### src/rtl/uart_tx_arbiter.sv
// uart_tx_arbiter
//   Round-robin scheduler that shares one UART transmitter among NREQ byte
//   requesters. A winner keeps the link for a burst that ends on req_last, on
//   MAX_BURST bytes, or when it stops requesting. Baud and enable settings are
//   copied to the transmitter only while idle, so a burst never sees a change.
//   A transmitter that does not raise Tx_BUSY within TIMEOUT cycles of a write
//   sets the sticky timeout_err and the grant is released.
// Ports
//   clk, reset            clock, synchronous active-high reset
//   req/req_data/req_last per-requester level request, byte [8i+7:8i], last flag
//   ack                   one-hot 1-cycle pulse when requester i's byte is taken
//   grant                 one-hot, held for the whole burst of the owner
//   baud_cfg, tx_en_cfg   requested baud code / transmitter enable
//   Tx_DATA, Tx_WR        byte and 1-cycle write strobe to the transmitter
//   Tx_EN, baud_select    transmitter enable and baud code
//   Tx_BUSY               transmitter frame in progress
//   timeout_err           sticky: Tx_BUSY never rose after a write
module uart_tx_arbiter #(
  parameter int NREQ      = 4,
  parameter int MAX_BURST = 16,
  parameter int TIMEOUT   = 64
) (
  input  logic              clk,
  input  logic              reset,
  input  logic [NREQ-1:0]   req,
  input  logic [8*NREQ-1:0] req_data,
  input  logic [NREQ-1:0]   req_last,
  output logic [NREQ-1:0]   ack,
  output logic [NREQ-1:0]   grant,
  input  logic [2:0]        baud_cfg,
  input  logic              tx_en_cfg,
  output logic [7:0]        Tx_DATA,
  output logic              Tx_WR,
  output logic              Tx_EN,
  output logic [2:0]        baud_select,
  input  logic              Tx_BUSY,
  output logic              timeout_err
);

  localparam int PW = (NREQ > 1) ? $clog2(NREQ) : 1;
  localparam int TW = $clog2(TIMEOUT);

  typedef enum logic [1:0] {
    IDLE      = 2'd0,
    WRITE     = 2'd1,
    WAIT_BUSY = 2'd2,
    WAIT_DONE = 2'd3
  } state_t;

  state_t            state_r, state_nxt_s;
  logic [PW-1:0]     ptr_r, ptr_nxt_s;
  logic [PW-1:0]     winner_r, winner_nxt_s;
  logic [7:0]        cnt_r, cnt_nxt_s;
  logic [TW-1:0]     timer_r, timer_nxt_s;
  logic              last_r, last_nxt_s;
  logic [NREQ-1:0]   ack_r, ack_nxt_s;
  logic [NREQ-1:0]   grant_r, grant_nxt_s;
  logic [7:0]        tx_data_r, tx_data_nxt_s;
  logic              tx_wr_r, tx_wr_nxt_s;
  logic              tx_en_r, tx_en_nxt_s;
  logic [2:0]        baud_r, baud_nxt_s;
  logic              timeout_r, timeout_nxt_s;

  logic [7:0]        data_arr_s [NREQ];
  logic [PW-1:0]     cand_s;
  logic [PW-1:0]     win_idx_s;
  logic              win_found_s;
  logic              start_s;
  logic              cont_s;
  logic              expired_s;
  logic              load_s;
  logic              release_s;
  logic [PW-1:0]     load_idx_s;

  function automatic logic [NREQ-1:0] onehot(input logic [PW-1:0] idx);
    logic [NREQ-1:0] v;
    v = {NREQ{1'b0}};
    v[idx] = 1'b1;
    return v;
  endfunction

  function automatic logic [PW-1:0] wrap_inc(input logic [PW-1:0] idx);
    if (idx == PW'(NREQ - 1)) return {PW{1'b0}};
    else return idx + PW'(1);
  endfunction

  for (genvar g = 0; g < NREQ; g++) begin : g_data
    assign data_arr_s[g] = req_data[8*g +: 8];
  end

  // Round-robin search: first requester at or after the pointer, wrapping.
  always_comb begin
    win_found_s = 1'b0;
    win_idx_s   = {PW{1'b0}};
    cand_s      = {PW{1'b0}};
    for (int i = 0; i < NREQ; i++) begin
      cand_s = PW'((int'(ptr_r) + i) % NREQ);
      if (!win_found_s && req[cand_s]) begin
        win_found_s = 1'b1;
        win_idx_s   = cand_s;
      end else begin
        win_found_s = win_found_s;
      end
    end
  end

  assign start_s   = tx_en_cfg & win_found_s & ~Tx_BUSY;
  assign cont_s    = ~last_r & req[winner_r] & tx_en_cfg & (cnt_r < 8'(MAX_BURST));
  assign expired_s = (timer_r == TW'(TIMEOUT - 1));

  // State and output register; reset aborts any frame in progress.
  always_ff @(posedge clk) begin
    if (reset) begin
      state_r   <= IDLE;
      ptr_r     <= {PW{1'b0}};
      winner_r  <= {PW{1'b0}};
      cnt_r     <= 8'd0;
      timer_r   <= {TW{1'b0}};
      last_r    <= 1'b0;
      ack_r     <= {NREQ{1'b0}};
      grant_r   <= {NREQ{1'b0}};
      tx_data_r <= 8'd0;
      tx_wr_r   <= 1'b0;
      tx_en_r   <= 1'b0;
      baud_r    <= 3'd0;
      timeout_r <= 1'b0;
    end else begin
      state_r   <= state_nxt_s;
      ptr_r     <= ptr_nxt_s;
      winner_r  <= winner_nxt_s;
      cnt_r     <= cnt_nxt_s;
      timer_r   <= timer_nxt_s;
      last_r    <= last_nxt_s;
      ack_r     <= ack_nxt_s;
      grant_r   <= grant_nxt_s;
      tx_data_r <= tx_data_nxt_s;
      tx_wr_r   <= tx_wr_nxt_s;
      tx_en_r   <= tx_en_nxt_s;
      baud_r    <= baud_nxt_s;
      timeout_r <= timeout_nxt_s;
    end
  end

  // Next-state logic.
  always_comb begin
    state_nxt_s = state_r;
    case (state_r)
      IDLE: begin
        if (start_s) state_nxt_s = WRITE;
        else         state_nxt_s = IDLE;
      end
      WRITE: state_nxt_s = WAIT_BUSY;
      WAIT_BUSY: begin
        if (Tx_BUSY)        state_nxt_s = WAIT_DONE;
        else if (expired_s) state_nxt_s = IDLE;
        else                state_nxt_s = WAIT_BUSY;
      end
      WAIT_DONE: begin
        if (Tx_BUSY)     state_nxt_s = WAIT_DONE;
        else if (cont_s) state_nxt_s = WRITE;
        else             state_nxt_s = IDLE;
      end
      default: state_nxt_s = IDLE;
    endcase
  end

  // Next values of the registered outputs and datapath.
  always_comb begin
    ack_nxt_s     = {NREQ{1'b0}};
    tx_wr_nxt_s   = 1'b0;
    grant_nxt_s   = grant_r;
    tx_data_nxt_s = tx_data_r;
    tx_en_nxt_s   = tx_en_r;
    baud_nxt_s    = baud_r;
    timeout_nxt_s = timeout_r;
    ptr_nxt_s     = ptr_r;
    winner_nxt_s  = winner_r;
    cnt_nxt_s     = cnt_r;
    timer_nxt_s   = timer_r;
    last_nxt_s    = last_r;
    load_s        = 1'b0;
    release_s     = 1'b0;
    load_idx_s    = winner_r;
    case (state_r)
      IDLE: begin
        // Config is only sampled here so a burst always runs on one setting.
        tx_en_nxt_s = tx_en_cfg;
        baud_nxt_s  = baud_cfg;
        if (start_s) begin
          load_s       = 1'b1;
          load_idx_s   = win_idx_s;
          winner_nxt_s = win_idx_s;
          grant_nxt_s  = onehot(win_idx_s);
          cnt_nxt_s    = 8'd1;
        end else begin
          load_s = 1'b0;
        end
      end
      WRITE: timer_nxt_s = {TW{1'b0}};
      WAIT_BUSY: begin
        if (Tx_BUSY) begin
          timer_nxt_s = timer_r;
        end else if (expired_s) begin
          timeout_nxt_s = 1'b1;
          release_s     = 1'b1;
        end else begin
          timer_nxt_s = timer_r + TW'(1);
        end
      end
      WAIT_DONE: begin
        if (Tx_BUSY) begin
          load_s = 1'b0;
        end else if (cont_s) begin
          load_s    = 1'b1;
          cnt_nxt_s = cnt_r + 8'd1;
        end else begin
          release_s = 1'b1;
        end
      end
      default: release_s = 1'b1;
    endcase

    if (load_s) begin
      tx_data_nxt_s = data_arr_s[load_idx_s];
      tx_wr_nxt_s   = 1'b1;
      ack_nxt_s     = onehot(load_idx_s);
      last_nxt_s    = req_last[load_idx_s];
    end else begin
      tx_wr_nxt_s = 1'b0;
    end

    // The pointer only moves past the owner when its grant is given up.
    if (release_s) begin
      grant_nxt_s = {NREQ{1'b0}};
      ptr_nxt_s   = wrap_inc(winner_r);
      cnt_nxt_s   = 8'd0;
    end else begin
      ptr_nxt_s = ptr_r;
    end
  end

  assign ack         = ack_r;
  assign grant       = grant_r;
  assign Tx_DATA     = tx_data_r;
  assign Tx_WR       = tx_wr_r;
  assign Tx_EN       = tx_en_r;
  assign baud_select = baud_r;
  assign timeout_err = timeout_r;

endmodule

### config.mk
export PLATFORM = sky130hd
export DESIGN_NAME = uart_tx_arbiter
export DESIGN_NICKNAME = d
export VERILOG_FILES = /design/src/rtl/uart_tx_arbiter.sv
export SDC_FILE = /design/constraint.sdc
export NUM_CORES = 1
export LEC_CHECK = 0
export BUFFER_PORTS_ARGS = -buffer_cell sky130_fd_sc_hd__buf_2
export CAP_MARGIN = 25
export CORE_ASPECT_RATIO = 1.4
export CORE_MARGIN = 2
export CORE_UTILIZATION = 35
export DETAILED_ROUTE_END_ITERATION = 10
export GPL_TIMING_DRIVEN = 0
export PLACE_DENSITY = 0.68
export SETUP_SLACK_MARGIN = 0.02
export SKIP_CTS_REPAIR_TIMING = 1
export SYNTH_ARGS = -nofsm -noshare
export SYNTH_HDL_FRONTEND = slang
export SYNTH_SLANG_ARGS = --single-unit
### constraint.sdc
create_clock -name clk -period 2.3 [get_ports clk]
set_clock_uncertainty 0.15 [all_clocks]
set_input_delay 0 -clock clk [delete_from_list [all_inputs] [get_ports clk]]
set_output_delay 0 -clock clk [all_outputs]
set_load 0.02 [all_outputs]
### Yosys cells after proc, flatten, opt, wreduce, memory -nomap -nowiden

Index checks and enable logic that the tools add are counted.

* bitwise operators: 9
* reduce and logical (&&, ||, !) cells: 17
* muxes and demuxes: 53
* eq/ne operators: 10
* $lt $le $gt $ge: 11
* $add $sub $neg: 6

Operators by type and width (count)
* 8-bit 2-to-1 mux: 5
* 1-bit 2-to-1 mux: 22
* 2-bit by 3-bit less-than comparator with 1-bit output (second input constant): 7
* 2-bit 2-to-1 mux: 10
* 8-bit binary-select mux with 2-bit select: 1
* 8-bit case mux with 2 select lines: 1
* 1-bit binary-select mux with 2-bit select: 6
* 6-bit 2-to-1 mux: 2
* 6-bit case mux with 2 select lines: 1
* 2-bit inequality test (second input constant): 5
* 8-bit by 1-bit adder with 8-bit output (second input constant): 1
* 8-bit by 5-bit less-than comparator with 1-bit output (second input constant): 1
* 2-bit case mux with 4 select lines: 1
* 6-bit by 1-bit adder with 6-bit output (second input constant): 1
* 2-bit == test (second input constant): 3
* 6-bit == test (second input constant): 1
* 3-bit AND reduction: 2
* 1-bit bitwise AND: 5
* 1-bit logical AND: 5
* 2-bit by 1-bit adder with 2-bit output (second input constant): 2
* 2-bit adder (second input constant): 2
* 1-bit demux with 2-bit select: 2
* 2-bit by 1-bit greater-or-equal comparator with 1-bit output (second input constant): 2
* 1-bit case mux with 2 select lines: 2
* other kinds (10): 16

* logic and storage cells: 119
* input port bits: 47
* register bits after elaboration: 43
* output and inout bits: 22

### Logic depth before layout (Yosys ltp)

Gate-level depths: netlist of run 1.

* word-level depth: 20
* mapped depth: 11
* mapped depth without buffers: 8

### Least setup slack after synthesis of run 1

OpenSTA, ideal clock, no wires.

* path type: flip-flop to flip-flop
* start point: reg state_r[1]
* end point: reg tx_data_r[1], in the netlist Tx_DATA[1]
* setup slack: 0.115 ns
* data required time: 2.058 ns
* arrival: 1.943 ns
* clock period less this slack: 2.185 ns
* setup time: 0.092 ns
* buffers on the path: 3
* cell stages (with the launch flop): 11
* cell sequence: dfxtp_1 > inv_1 > ha_1 > buf_4 > nand2_1 > or3_1 > buf_2 > a21oi_4 > nand2b_4 > buf_6 > o32ai_1

* cells in the longest elaborated chain, start to end: 6
* elaborated cells on any way between the ends: 8
* classes of those cells: 1 x eq/ne; 5 x mux; 1 x bitwise; 1 x reduce/logical

Ends and longest elaborated chain
* from (decl): RTL line 50 `state_t state_r, state_nxt_s;`
* from (signal assigned): RTL line 128 `state_r <= state_nxt_s;`
* 2-bit logical NOT: RTL line 184 `case (state_r)`
* 2-bit 2-to-1 mux
* 2-bit NOT with 3-bit output (not written as such): RTL line 224 `tx_data_nxt_s = data_arr_s[load_idx_s];`
* 8-bit binary-select mux with 2-bit select: RTL line 224
* 8-bit 2-to-1 mux (not written as such) (2 in series): RTL line 224
* to (signal assigned): RTL line 136 `tx_data_r <= tx_data_nxt_s;`
* to (decl): RTL line 58 `logic [7:0] tx_data_r, tx_data_nxt_s;`

Parallel ways exist; a longest one is shown, timed or not. The select of a mux whose other input is x is not followed.
A chain may end at the register's enable or synchronous reset.

### Worst setup path in the final report of run 1

Same ends and word-level chain as after synthesis.

==> summary.txt, run 1 <==
Status
  • Result of the run: finished, violations left
  • Violated checks: negative hold slack

Worst setup path
  • Worst-path cell with the longest stage delay: dfxtp_2
  • Crit path cell chain: inv_2 -> ha_4 -> buf_6 -> nand2_8 -> or3_4 -> buf_6 -> a21oi_4 -> nand2b_4 -> buf_8 -> o32ai_2
  • Reg2Reg Setup Slack: 30 ps
  • Worst path arrival time: 2340 ps
  • Worst setup EP type: register
  • CP max FO: 6
  • WP data required: 2370 ps
  • Nature of the critical path startpoint: register
  • Critical path class: reg -> reg
  • Crit path top cell by count: buf_6
  • Critical path's largest stage delay: 350 ps

Layout
  • Final core occ: 52.4%
  • Final non-filler cell total: 446
  • Final #Nets: 427
  • Share of post-route cells with drive strength above 1: 35.6%
  • Fillers: 574
  • Synthesis-to-layout area growth: 43.2%
  • Diodes inserted: 0

Floorplanning
  • Die Ht: 99.7 um
  • Core ar.: 6250 um^2
  • Num rows: 34
  • Initial Util: 36.6%
  • Die area: 7210 um^2
  • I/O pin count: 69
  • DIE WIDTH: 72.4 um

STA
  • Final setup fails: 0
  • Fin crit share: 98.7%
  • Worst setup slack after layout: 29.3 ps
  • Actual slew at the worst max-slew pin: 708 ps
  • Endpoints failing hold: 3
  • Fmax: 0.440 GHz
  • Period minus WS final: 2270 ps
  • Hold_ws: -22.0 ps
  • Rel. slew slack: 52.4%
  • RSZ-0062 raised after global routing: true
  • Slew Limit Fails: 0

GRT
  • GR Overflow Total: 0
  • Largest net degree at the start of global routing: 16
  • Initial antenna violation count: 0
  • GRT Total Usage: 17.4%
  • Vias in the first global route: 2,271
  • First-pass GRT wire length: 10,100 um

Placed design
  • Port buffer count: 67
  • Pre-CTS setup slack: -231 ps
  • Cell count after placement: 411
  • DP HPWL: 4650 um
  • GPL Wtd Cong: 0.771

Clock network
  • CTS tree: built
  • Worst-Skew Late Latency: 300 ps
  • CTS buffer count: 5
  • H-tree depth: 2
  • Deepest clock path buffer count: 2
  • Root buf cell: clkbuf_8
  • # clock sinks: 43
  • Clock transition at the registers of the reported paths: 90 ps

Drt
  • Drt total wl: 6770 um
  • Final ANT Viol Nets: 0
  • Routed wire length per instance: 15.2 um
  • Residual DRC count: 0
  • Detail-routed via count per cell: 5.32
  • Via Count: 2,374
  • Iter 0 DRT Violations: 97
  • Pre-antenna DRT Iters: 4

Synth
  • Top cell type's share of synthesized area: 37.6%
  • Synth unique cells: 50
  • Cells taking the most area after synthesis: dfxtp_1 (38%), a21oi_1 (6.6%), a211oi_1 (5.9%)
  • Mapped cell area: 2290 um^2
  • Synth Instances: 272
  • Post-synth EDFFs: 0
  • Yosys warning count: 0
  • Post-synth top area cell: dfxtp_1
  • Net Count, Synth: 326
  • Top FF cell, synth: dfxtp_1
  • Ys async rst share: 0%
  • Cell with the most instances after synthesis: dfxtp_1
  • Mean post-synth cell area: 8.42 um^2
  • Synthesized flop and latch total: 43
  • Seq/Total Area, Yosys: 37.6%
  • Post-synth top cells: dfxtp_1 (43), a21oi_1 (30), nand2_1 (28)

Hold path
  • Hold Path Class: in -> reg

Power
  • Total power: 1.65 mW
  • Max VDD drop: 0.233 mV
  • Leak: 1.44 nW
  • Pwr dens: 504 nW/um^2

Job
  • Max_cap viols: 0
placed cells by master, fill, tap and decap left out, types with 5 or more instances in the layout:
master	n
ha_1	5
buf_2	72
o32ai_1	5
nand2_1	27
a211oi_2	8
buf_4	9
dlygate4sd3_1	20
clkbuf_8	5
nor2_1	26
a21oi_1	29
nor3_1	8
dfxtp_1	40
nand3_1	6
a211oi_1	9
nand2b_1	16
worst paths after layout:
check              start  cells past startpoint          to
max           state_r[1]                     10  Tx_DATA[1]
min          req_data[8]                      3  Tx_DATA[0]
min reg2reg     grant[0]                      2    grant[0]
max reg2reg   state_r[1]                     10  Tx_DATA[1]
power breakdown:
part | total, mW | internal, mW | switching, mW
Clock | 0.501 | 0.217 | 0.284
Sequential | 0.782 | 0.767 | 0.0157
Combinational | 0.370 | 0.173 | 0.197
Total | 1.65 | 1.16 | 0.496
cell type report:
| cell class | count | area (um^2) | area share [%] |
|---|---|---|---|
| tap | 72 | 90.1 | 2.75 |
| clock inverter | 3 | 23.8 | 0.725 |
| buffer | 17 | 116 | 3.55 |
| multi-input combinational | 205 | 1470 | 44.9 |
| timing repair buffer | 95 | 613 | 18.7 |
| inverter | 6 | 25.0 | 0.763 |
| clock buffer | 5 | 68.8 | 2.10 |
| sequential | 43 | 870 | 26.5 |
worst max-delay path: cells and delay by family (launching register included):
family	cells	cell delay, ps
compound gates	2	510
fa+ha+maj	1	130
buf+inv	4	510
flops	1	350
simple gates	3	530
flip-flops by register name, summed over array words and instances, names as in the netlist, 2 cells and up:
register and cells:
Tx_DATA 8, winner_r 2, ack 4, state_r 2, timer_r 6, ptr_r 2, cnt_r 8, baud_select 3
grant 4
stage by stage:
step | instance area, um^2 | hold WS [ps] | setup TNS [ps]
after floorplan | 2290 | -2.80 | 0
after detailed placement | 2720 | 96.7 | -2290
after global placement | 2720 | 87.7 | -1480
after global routing | 3280 | 6.51 | -149
after CTS | 2810 | -211 | -2810
final | 3280 | -22.0 | 0
per-layer routing:
layer / up-vias / track usage (%) / wire (um)
met5: - / 0 / 0
li1: 1177 / - / -
met1: 1117 / 20.4 / 2780
met4: 0 / 7.40 / 163
met2: 66 / 30.1 / 3590
met3: 14 / 3.34 / 238
logic make-up after synthesis:
kind of cell / share of synthesized area, %
mux: 3.22
simple gates: 24.8
xor+xnor: 1.53
compound gates: 24.0
flops: 37.6
buf+inv: 5.08
fa+ha+maj: 3.82
Power figures use the tool's default switching activity.
==> run 2, diff against run 1 <==
--- a/config.mk
+++ b/config.mk
@@ -5,14 +5,15 @@
 export SDC_FILE = /design/constraint.sdc
 export NUM_CORES = 1
 export LEC_CHECK = 0
+export ABC_AREA = 1
 export BUFFER_PORTS_ARGS = -buffer_cell sky130_fd_sc_hd__buf_2
-export CAP_MARGIN = 25
+export CAP_MARGIN = 20
 export CORE_ASPECT_RATIO = 1.4
 export CORE_MARGIN = 2
 export CORE_UTILIZATION = 35
 export DETAILED_ROUTE_END_ITERATION = 10
 export GPL_TIMING_DRIVEN = 0
-export PLACE_DENSITY = 0.68
+export PLACE_DENSITY = 0.67
 export SETUP_SLACK_MARGIN = 0.02
 export SKIP_CTS_REPAIR_TIMING = 1
 export SYNTH_ARGS = -nofsm -noshare
==> constraint.sdc (replaced) <==
create_clock -name clk -period 2.3 [get_ports clk]
set_clock_uncertainty 0.15 [all_clocks]
set_input_delay 0.575 -clock clk [delete_from_list [all_inputs] [get_ports clk]]
set_output_delay 0.575 -clock clk [all_outputs]
set_load 0.02 [all_outputs]
==> summary.txt, run 2 <==
Synth
  • Post-Synth XOR/XNOR Area: 0%
  • Simple logic cell fraction of the synthesized area: 41.8%
  • Yosys warning count: 0
  • Largest family of logic cells by synthesized area: simple AND/OR/NAND/NOR gates
  • Post-synth top area cell: dfxtp_1
  • Net Count, Synth: 441
  • Seq/Total Area, Yosys: 33.8%
  • Post-synth EDFFs: 0
  • Multiplexer share of the synthesized area: 0%
  • Synth unique cells: 33
  • Post-synthesis adder-cell area fraction: 3.44%
  • Synthesized flop and latch total: 43
  • Post-synth top cells: nand2_1 (117), inv_1 (44), dfxtp_1 (43)
  • Synth Instances: 387
  • Top FF cell, synth: dfxtp_1
  • Mapped cell area: 2550 um^2
  • Cells taking the most area after synthesis: dfxtp_1 (34%), nand2_1 (17%), nand3_1 (6.7%)
  • Top cell type's share of synthesized area: 33.8%
  • Ys async rst share: 0%
  • Cell with the most instances after synthesis: nand2_1
  • Mean post-synth cell area: 6.58 um^2
  • Synth Area in Compound Gates: 9.98%

Placed design
  • Port buffer count: 67
  • Cell count after placement: 549
  • DP HPWL: 4920 um
  • Area of placed instances: 3000 um^2
  • GPL Wtd Cong: 0.835
  • Pre-CTS setup slack: -237 ps

Layout
  • Diodes inserted: 0
  • Multi-input gate area: 1510 um^2
  • FF/Latch Area: 868 um^2
  • Synthesis-to-layout area growth: 33.2%
  • Most common library cell in the layout ignoring fill and taps: nand2_1
  • Final non-filler cell total: 572
  • Final instance area: 3390 um^2
  • Most frequent cells in the layout: nand2_1 (106), buf_2 (68), inv_1 (43)
  • Final #Nets: 530
  • Fillers: 725
  • Share of post-route cells with drive strength above 1: 31.7%
  • Final core occ: 48.3%

Clock network
  • Worst-Skew Late Latency: 300 ps
  • Deepest clock path buffer count: 2
  • CTS tree: built
  • CTS buffer count: 5
  • H-tree depth: 2
  • Root buf cell: clkbuf_8
  • # clock sinks: 43
  • Clock transition at the registers of the reported paths: 90 ps

Floorplanning
  • DIE WIDTH: 76.1 um
  • Die Ht: 105 um
  • Initial Util: 36.2%
  • I/O pin count: 69
  • Die area: 7980 um^2
  • Num rows: 36
  • Core ar.: 7030 um^2

Hold path
  • Hold Path Class: reg -> reg

Worst setup path
  • Nature of the critical path startpoint: register
  • Worst setup EP type: register
  • Critical path's largest stage delay: 370 ps
  • Critical path class: reg -> reg
  • WP data required: 2390 ps
  • Reg2Reg Setup Slack: 30 ps
  • Worst-path cell with the longest stage delay: dfxtp_4
  • Crit path cell chain: buf_8 -> nand2_4 -> nand2_2 -> o21ai_2 -> inv_2 -> nand3_4 -> nand3_4 -> buf_6 -> a21oi_4 -> buf_6 -> inv_2 -> nor2_4 -> inv_4 -> nor3_4
  • Worst path arrival time: 2350 ps
  • CP max FO: 9

Drt
  • Detail-routed via count per cell: 4.61
  • Final ANT Viol Nets: 0
  • Residual DRC count: 0
  • Pre-antenna DRT Iters: 4
  • Iter 0 DRT Violations: 83
  • Via Count: 2,636
  • Routed wire length per instance: 11.2 um
  • Drt total wl: 6390 um

STA
  • Endpoints failing hold: 0
  • Fin crit share: 98.5%
  • Fmax: 0.441 GHz
  • Final setup fails: 0
  • Slew Limit Fails: 0
  • Worst setup slack after layout: 34.7 ps
  • RSZ-0062 raised after global routing: true
  • Period minus WS final: 2270 ps
  • Rel. slew slack: 65.1%
  • Actual slew at the worst max-slew pin: 523 ps

GRT
  • Largest net degree at the start of global routing: 15
  • First-pass GRT wire length: 10,500 um
  • Vias in the first global route: 2,438
  • GRT Total Usage: 15.9%
  • GR Overflow Total: 0
  • Initial antenna violation count: 0

Power
  • Total power: 1.95 mW
  • Pwr dens: 575 nW/um^2
  • Max VDD drop: 0.250 mV
  • Leak: 1.69 nW

Status
  • Result of the run: complete, no violations

Job
  • Max_cap viols: 0
[run 2: final timing paths]
| kind | start | end | cells past startpoint |
|---|---|---|---|
| min | cnt_r[6] | cnt_r[6] | 2 |
| max reg2reg | ptr_r[0] | ack[3] | 14 |
| max | ptr_r[0] | ack[3] | 14 |
| min reg2reg | cnt_r[6] | cnt_r[6] | 2 |
[run 2: cell type report]
cell class / count / area share (%)
clock inverter: 3 / 1.99
sequential: 43 / 25.6
multi-input combinational: 281 / 44.5
inverter: 52 / 5.98
tap: 95 / 3.51
timing repair buffer: 82 / 13.4
buffer: 11 / 2.92
clock buffer: 5 / 2.03
[run 2: kinds of logic (layout without fill, tap and decap cells)]
kind of cell             count (synthesis)  count (layout)
AO/OA/AOI/OAI                           43              43
buffers and inverters                   63             153
adder cells (fa/ha/maj)                  7               7
AND/OR/NAND/NOR                        231             231
flip-flops                              43              43
[run 2: report_power, final]
part / internal (mW) / switching [mW] / total, mW
Combinational: 0.180 / 0.274 / 0.454
Clock: 0.433 / 0.265 / 0.698
Sequential: 0.777 / 0.0199 / 0.797
[run 2: worst max-delay path: cells and delay by family, from the launching register on]
kind / cells / cell delay (ps)
AO/OA/AOI/OAI: 2 / 380
flip-flops: 1 / 370
buffers and inverters: 6 / 660
AND/OR/NAND/NOR: 6 / 640
[run 2: through the flow]
step	TNS, ps	hold slack (ps)
detailed placement	-2740	287
finish	0	297
global route	-310	332
floorplan	0	273
global placement	-2350	284
CTS	0	299
[run 2: per-layer routing]
metal / GRT usage, % / up-vias / part of all wire (%)
met4: 5.06 / 0 / 1.8
met5: 0 / - / 0
met2: 30.7 / 70 / 53
met1: 17.3 / 1157 / 41
li1: - / 1402 / -
met3: 2.94 / 7 / 4.6
